==> src/rtl/ktne_pkg.sv <==
// Shared types and helpers for the KTNE puzzle modules.
package ktne_pkg;

    typedef enum logic [2:0] {
        LOAD,
        SHOW,
        CHECK,
        SOLVED,
        FAILED
    } state_t;

    localparam int MODE_DIRECT  = 0;
    localparam int MODE_INVERT  = 1;
    localparam int MODE_REVERSE = 2;

    localparam logic [31:0] LFSR_TAPS = 32'h8020_0003;

    // One step of the right-shifting Galois LFSR.
    function automatic logic [31:0] lfsr_step(input logic [31:0] v);
        return v[0] ? ((v >> 1) ^ LFSR_TAPS) : (v >> 1);
    endfunction

    // Progress bar with the lowest n bits lit.
    function automatic logic [7:0] thermometer(input logic [3:0] n);
        logic [7:0] t;
        t = '0;
        for (int i = 0; i < 8; i++) t[i] = (4'(i) < n);
        return t;
    endfunction

endpackage

==> src/rtl/button_debounce.sv <==
// Two-flop synchroniser, stability counter and rising-edge pulse for a raw button.
module button_debounce #(
    parameter int DEBOUNCE_CYCLES = 500000
) (
    input  logic clk,
    input  logic reset,
    input  logic btn,
    output logic level,
    output logic press
);

    localparam int CW = $clog2(DEBOUNCE_CYCLES);

    logic [1:0]    sync;
    logic [CW-1:0] cnt;
    logic          level_q;

    // NOTE: clocked state uses non-blocking assignments so every flop samples pre-edge values.
    always_ff @(posedge clk) begin
        if (reset) begin
            sync    <= '0;
            cnt     <= '0;
            level   <= 1'b0;
            level_q <= 1'b0;
            press   <= 1'b0;
        end else begin
            sync    <= {sync[0], btn};
            level_q <= level;
            press   <= level & ~level_q;
            // Any agreement restarts the count; the level flips only after an unbroken run.
            if (sync[1] == level) begin
                cnt <= '0;
            end else if (cnt == CW'(DEBOUNCE_CYCLES - 1)) begin
                cnt   <= '0;
                level <= sync[1];
            end else begin
                cnt <= cnt + 1'b1;
            end
        end
    end

endmodule

==> src/rtl/led_switch_puzzle.sv <==
// Multi-round "match the lights" puzzle: shows LFSR targets, checks switch answers, tracks strikes.
module led_switch_puzzle
    import ktne_pkg::*;
#(
    parameter int          N_SW            = 18,
    parameter int          ROUNDS          = 3,
    parameter int          MAX_STRIKES     = 3,
    parameter int          DEBOUNCE_CYCLES = 500000,
    parameter int          MODE            = 0,
    parameter logic [31:0] SEED            = 32'hACE1_0001
) (
    input  logic                               CLOCK_50,
    input  logic                               reset,
    input  logic                               submit,
    input  logic [N_SW-1:0]                    sw,
    output logic [N_SW-1:0]                    ledr,
    output logic [7:0]                         ledg,
    output logic                               strike,
    output logic [$clog2(MAX_STRIKES+1)-1:0]   strikes,
    output logic                               solved,
    output logic                               failed
);

    localparam int RW  = $clog2(ROUNDS + 1);
    localparam int SKW = $clog2(MAX_STRIKES + 1);

    state_t          state;
    logic [31:0]     lfsr;
    logic [N_SW-1:0] target;
    logic [N_SW-1:0] answer;
    logic [N_SW-1:0] sw_meta;
    logic [N_SW-1:0] sw_sync;
    logic [RW-1:0]   round;
    logic [RW-1:0]   round_inc;
    logic [SKW-1:0]  strikes_inc;
    logic            press;
    logic            submit_level;

    button_debounce #(
        .DEBOUNCE_CYCLES(DEBOUNCE_CYCLES)
    ) u_submit (
        .clk   (CLOCK_50),
        .reset (reset),
        .btn   (submit),
        .level (submit_level),
        .press (press)
    );

    // NOTE: combinational outputs get a default first so no path can infer a latch.
    always_comb begin
        answer = target;
        case (MODE)
            MODE_INVERT:  answer = ~target;
            MODE_REVERSE: for (int i = 0; i < N_SW; i++) answer[i] = target[N_SW-1-i];
            default:      answer = target;
        endcase
    end

    assign round_inc   = round + 1'b1;
    assign strikes_inc = strikes + 1'b1;

    always_ff @(posedge CLOCK_50) begin
        if (reset) begin
            state   <= LOAD;
            lfsr    <= SEED;
            target  <= '0;
            round   <= '0;
            strikes <= '0;
            ledr    <= '0;
            ledg    <= '0;
            strike  <= 1'b0;
            solved  <= 1'b0;
            failed  <= 1'b0;
            sw_meta <= '0;
            sw_sync <= '0;
        end else begin
            sw_meta <= sw;
            sw_sync <= sw_meta;
            strike  <= 1'b0;
            case (state)
                LOAD: begin
                    target <= lfsr[N_SW-1:0];
                    ledr   <= lfsr[N_SW-1:0];
                    lfsr   <= lfsr_step(lfsr);
                    state  <= SHOW;
                end
                SHOW: begin
                    if (press) state <= CHECK;
                end
                CHECK: begin
                    if (sw_sync == answer) begin
                        round <= round_inc;
                        if (round_inc == RW'(ROUNDS)) begin
                            state  <= SOLVED;
                            ledg   <= 8'hFF;
                            ledr   <= '0;
                            solved <= 1'b1;
                        end else begin
                            ledg  <= thermometer(4'(round_inc));
                            state <= LOAD;
                        end
                    end else begin
                        // A wrong answer keeps the same target on display.
                        strike  <= 1'b1;
                        strikes <= strikes_inc;
                        if (strikes_inc == SKW'(MAX_STRIKES)) begin
                            state  <= FAILED;
                            ledr   <= '1;
                            ledg   <= '0;
                            failed <= 1'b1;
                        end else begin
                            state <= SHOW;
                        end
                    end
                end
                SOLVED, FAILED: state <= state;
                default:        state <= LOAD;
            endcase
        end
    end

endmodule
==> config.mk <==
export PLATFORM = sky130hd
export DESIGN_NAME = led_switch_puzzle
export DESIGN_NICKNAME = d
export VERILOG_FILES = /design/src/rtl/ktne_pkg.sv /design/src/rtl/button_debounce.sv /design/src/rtl/led_switch_puzzle.sv
export SDC_FILE = /design/constraint.sdc
export NUM_CORES = 1
export LEC_CHECK = 0
export CAP_MARGIN = 20
export CORE_MARGIN = 3
export CORE_UTILIZATION = 45
export DETAILED_ROUTE_END_ITERATION = 16
export PLACE_DENSITY = 0.68
export SLEW_MARGIN = 20
export SYNTH_ARGS = -nofsm -noshare
export SYNTH_HDL_FRONTEND = slang
export SYNTH_SLANG_ARGS = --single-unit
==> constraint.sdc <==
create_clock -name CLOCK_50 -period 2.8 [get_ports CLOCK_50]
set_clock_uncertainty 0.1 [all_clocks]
set_input_delay 0.7 -clock CLOCK_50 [delete_from_list [all_inputs] [get_ports CLOCK_50]]
set_output_delay 0.7 -clock CLOCK_50 [all_outputs]
set_load 0.02 [all_outputs]
; ---- Word level (Yosys, flattened, before mapping)
; Index checks and enable logic that the tools add are counted.
[word_totals]
mem_bits_rw = 0
register_bits = 146
n_memories = 0
latchBits = 0
rom_bits = 0
output_inout_bits = 31
[classes]
order_cmp = 3
n_bitwise = 7
n_reduce_logical = 14
div_mod_pow = 0
multipliers = 0
eq_ne = 12
mux = 14
addsub = 3
shift = 0
[op_table]
columns = op, n
row1 = 18-bit 2-to-1 mux, 3
row2 = 18-bit one-hot mux with 2 select lines, 1
row3 = 32-bit 2-to-1 mux, 1
row4 = 8-bit 2-to-1 mux, 3
row5 = "19-bit by 1-bit adder with 19-bit output, second input constant", 1
row6 = "19-bit equality test, second input constant", 1
row7 = 18-bit equality test, 1
row8 = 3-bit one-hot mux with 4 select lines, 1
row9 = 2-bit AND reduction, 5
row10 = 3-bit 2-to-1 mux, 3
row11 = 3-bit AND reduction, 3
row12 = "3-bit by 2-bit equality test with 1-bit output, second input constant", 2
row13 = "3-bit != test, second input constant", 2
row14 = 1-bit NOT, 5
row15 = "2-bit by 1-bit adder with 2-bit output, second input constant", 2
row16 = "2-bit equality test, second input constant", 2
row17 = "1-bit by 2-bit < comparator with 1-bit output, first input constant", 2
row18 = 3-bit NOT with 4-bit output, 1
row19 = 2-bit nonzero test, 2
row20 = 2-bit OR reduction, 2
row21 = "3-bit by 1-bit equality test with 1-bit output, second input constant", 1
row22 = "3-bit equality test, second input constant", 1
row23 = 3-bit zero test, 1
row24 = 3-bit OR reduction, 1
row25 = 6 further kinds, 6

; ---- Longest topological paths before layout
[logic_depth]
depth_word = 5
depth_mapped = 8

; ---- By module
; From an unflattened synthesis, not the netlist that was laid out.
[hier_totals]
hier_cells = 480
area_unflattened_um2 = 4728.3
[modules_own_cells]
columns = mod, seq_area_each_um2, instances, cells_each, area_per_inst_um2
row1 = led_switch_puzzle, 2062.0, 1, 366, 3684.8
row2 = button_debounce, 480.5, 1, 114, 1043.5

; ---- Least setup slack after synthesis
; No wires, ideal clock.
[synth_path]
kind = register to register
from = reg u_submit.cnt[0]
to = reg u_submit.cnt[10]
setup_ns = 0.065
setup_slack_ns = 0.842
period_less_slack_ns = 1.958
n_path_buf = 3
path_stages_with_launch = 9
arrival_time_ns = 1.793
path_cell_list = dfxtp_1 ha_1 and3_1 clkbuf_1 and4_1 or3_1 buf_2 buf_1 nor2_1
[synth_between]
elab_chain_cells = 2
word_cells_on_any_way = 3
classes_between = add/sub (1) / eq/ne (1) / reduce/logical (1)
[synth_lines]
columns = item, line
row1 = "start, declared", button_debounce.sv:15  ; logic [CW-1:0] cnt;
row2 = "start signal, assigned", button_debounce.sv:37  ; cnt <= cnt + 1'b1;
row3 = "parallel branches: the longest is 2 deep, another holds 19-bit by 1-bit adder with 19-bit output", n/a
; Parallel ways; which one is timed is not known.
; A chain may end at the register's enable or synchronous reset.

==> reports/summary.txt <==
CP Data Arrival Time - 1.56 ns
R2R setup slack - 0.66 ns
Fin crit share - 0.844
Synth Area per Inst - 9.20 um2
Post-synthesis cell type count - 51
I/O pin count - 52
Setup bufs post-CTS - 0
M3 GR Usage - 0.0587
DIE WIDTH - 110 um
Gr usage total - 0.166
Worst-path clk slew - 0.06 ns
Worst path buffer plus inverter count - 1
CP required - 2.00 ns
Synthesized instance count - 528
Fin. max-slew vios - 0
CP Launch Type - flop
Finish-stage setup viols - 0
Post-synth EDFFs - 0
Max-cap violation count - 0
Share of cells above drive strength 1 - 0.0853
Layout overhead on the synthesized area - 24.2%
Unrepaired setup endpoints after global routing - no
GR Layer Usage met2 - 0.267
Clock Path Buffers - 2
DRT iter0 DRCs - 211
Post-synthesis sequential area ratio - 0.523
Clock root cell - clkbuf_8
Synth Flop Type - dfxtp_1
Post-route minimum period - 2.36 ns
Per-cell routed wire length - 13.2 um
Initial antenna violation count - 0
Vias in the first global route - 3420
Routed Antenna Nets - 0
Post-CTS Hold Buffers - 0
Max FO, Critical Path - 7
Hpwl dp - 6430 um
Hold Path Class - flop to flop
Die Y-Extent - 110 um
Skew-Pair Late Insertion Delay - 0.52 ns
Core area - 10400 um2
Synth area leader - dfxtp_1
Crit path depth - 1
Antenna cells - 0
Total Wirelength - 9510 um
Vias per inst - 5.05
Vias - 3648
CP Capture Point - ledg[5]
Cell Rows - 37
Static leakage - 2.21 nW
Nature of the critical path endpoint - output pin
Largest net degree at the start of global routing - 50
Crit-path cells - clkdlybuf4s50_1
H-tree level count - 4
First-pass GRT wire length - 15800 um
Status - finished, final reports clean
Util after Layout - 0.579
Synth top area share - 0.523
Slew HR - 0.515
CP delay by family, top - buffers and inverters
Post-synthesis sequential element count - 127
Delay of the slowest critical-path stage - 0.64 ns
Initial core utilization - 0.466
Busiest grt layer - met2
Top cells by area, synth - dfxtp_1 (52%), nand2_1 (5.9%), nor2b_1 (5.5%)
Total CTS buffers - 17
TritonCTS clock tree - done
Post-route setup TNS - 0 ns
CP Class - flop to output pin
R2r endpoint - round[1]$_SDFFE_PP0P_
Worst r2r src - lfsr[13]$_SDFFE_PP0P_
Register-to-Register Path Depth - 6
Clock sinks - 127
Synth warnings - 0
Power per cell area - 718 nW/um2
Nets@finish - 598
Least-Margin Pin Slew - 0.724 ns
Synth Net Count - 553
I/O Buffers - 51
Post-synth ARST share - 0
Syn Std Cell Area - 4860 um2
Total power - 4.33 mW
Max Fclk - 423 MHz
GRT overflow - 0
Crit path from - ledg[2]$_SDFFE_PP0P_
TritonRoute pass-1 iters - 4
Routing usage on met1 - 0.208
CTS resizes - 0
Peak VDD IR - 0.000455 V
Final Hold Fails - 0
GP Congestion - 0.874
Die footprint - 12100 um2
DRC Markers - 0
Max stage delay cell, worst path - clkdlybuf4s50_1
-- metrics by stage --
step                setup slack, ns  area (um2)  std cells  hold WS (ns)
finish                        0.436        6040        722         0.283
floorplan                     0.842        4860        528         0.267
CTS                           0.391        6040        722         0.282
global route                  0.329        6040        722         0.287
global placement              0.774        5450        690         0.272
detailed placement            0.732        5450        690         0.274
-- cells in the mapped netlist, types with 2 or more instances --
cell type  instances
nand2_1           77
o211ai_1           3
dfxtp_1          127
o31ai_1            3
nand3_1           14
inv_1             28
nor4_1             4
and3_1             3
a211oi_1          19
nor2_1            27
nor2b_1           43
buf_2              2
buf_4              5
and4_1             4
buf_6              3
xor2_1            19
o2111ai_1          2
nand2b_1           5
o22ai_1           18
ha_1               4
nand4_1            6
a21oi_1           37
xnor2_1           16
o311ai_0           3
o21ai_0            3
nor3_1             6
clkbuf_1          23
-- power breakdown --
part | internal, mW | switching (mW) | leakage [nW]
Sequential | 1.88 | 0.0422 | 1.04
Clock | 1.31 | 0.819 | 0.274
Combinational | 0.132 | 0.157 | 0.898
Total | 3.32 | 1.02 | 2.21
-- final cells by class --
class                   instances  area (um2)
well taps                     136         170
flip-flops and latches        127        2540
inverters                      29         109
repair buffers                 61         593
clock inverters                13         154
fillers                       907        4380
clock buffers                  19         432
multi-input cells             337        2040
-- sequential cells by signal (all words and copies together), names as in the netlist, 3 cells and up --
register	count
state	3
u_submit.cnt	19
ledg	3
sw_meta	18
answer	4
lfsr	32
ledr	18
sw_sync	18
-- cells by family after synthesis --
group / after synthesis / synth area share
AOI/OAI and AO/OA: 98 / 0.137
and+or+nand+nor: 197 / 0.200
xor gates and xnor gates: 35 / 0.0631
buffers and inverters: 64 / 0.0587
DFF: 127 / 0.523
adders and majority gates: 4 / 0.0103
muxes: 3 / 0.00721
-- layout by cell type (no fill, tap or decap), types with 5 or more instances in the layout --
| master | netlist | routed |
|---|---|---|
| inv_1 | 28 | 28 |
| buf_4 | 5 | 9 |
| nor2_1 | 27 | 27 |
| nand4_1 | 6 | 6 |
| dfxtp_1 | 127 | 127 |
| o22ai_1 | 18 | 18 |
| nand3_1 | 14 | 14 |
| clkdlybuf4s50_1 | 0 | 50 |
| a21oi_1 | 37 | 37 |
| nand2_1 | 77 | 77 |
| nand2b_1 | 5 | 5 |
| nor3_1 | 6 | 5 |
| xnor2_1 | 16 | 16 |
| clkbuf_16 | 0 | 16 |
| nor2b_1 | 43 | 43 |
| a211oi_1 | 19 | 19 |
| xor2_1 | 19 | 19 |
-- per-layer routing --
| layer | wire [um] | part of all wire |
|---|---|---|
| met4 | 194 | 0.020 |
| met3 | 490 | 0.052 |
| met1 | 4420 | 0.47 |
| met5 | 0 | 0 |
| met2 | 4400 | 0.46 |
-- worst min-delay path by stage --
stage	cells past startpoint	startpoint	slack, ns	endpoint
global route	1	u_submit.level_q$_SDFF_PP0_	0.29	u_submit.press$_SDFF_PP0_
CTS	1	u_submit.level_q$_SDFF_PP0_	0.28	u_submit.press$_SDFF_PP0_
detailed placement	1	u_submit.level_q$_SDFF_PP0_	0.27	u_submit.press$_SDFF_PP0_
floorplan	1	u_submit.level_q$_SDFF_PP0_	0.27	u_submit.press$_SDFF_PP0_
finish	1	u_submit.level_q$_SDFF_PP0_	0.28	u_submit.press$_SDFF_PP0_
global placement	1	u_submit.level_q$_SDFF_PP0_	0.27	u_submit.press$_SDFF_PP0_
Note: power is estimated with default switching activity, not from simulation.
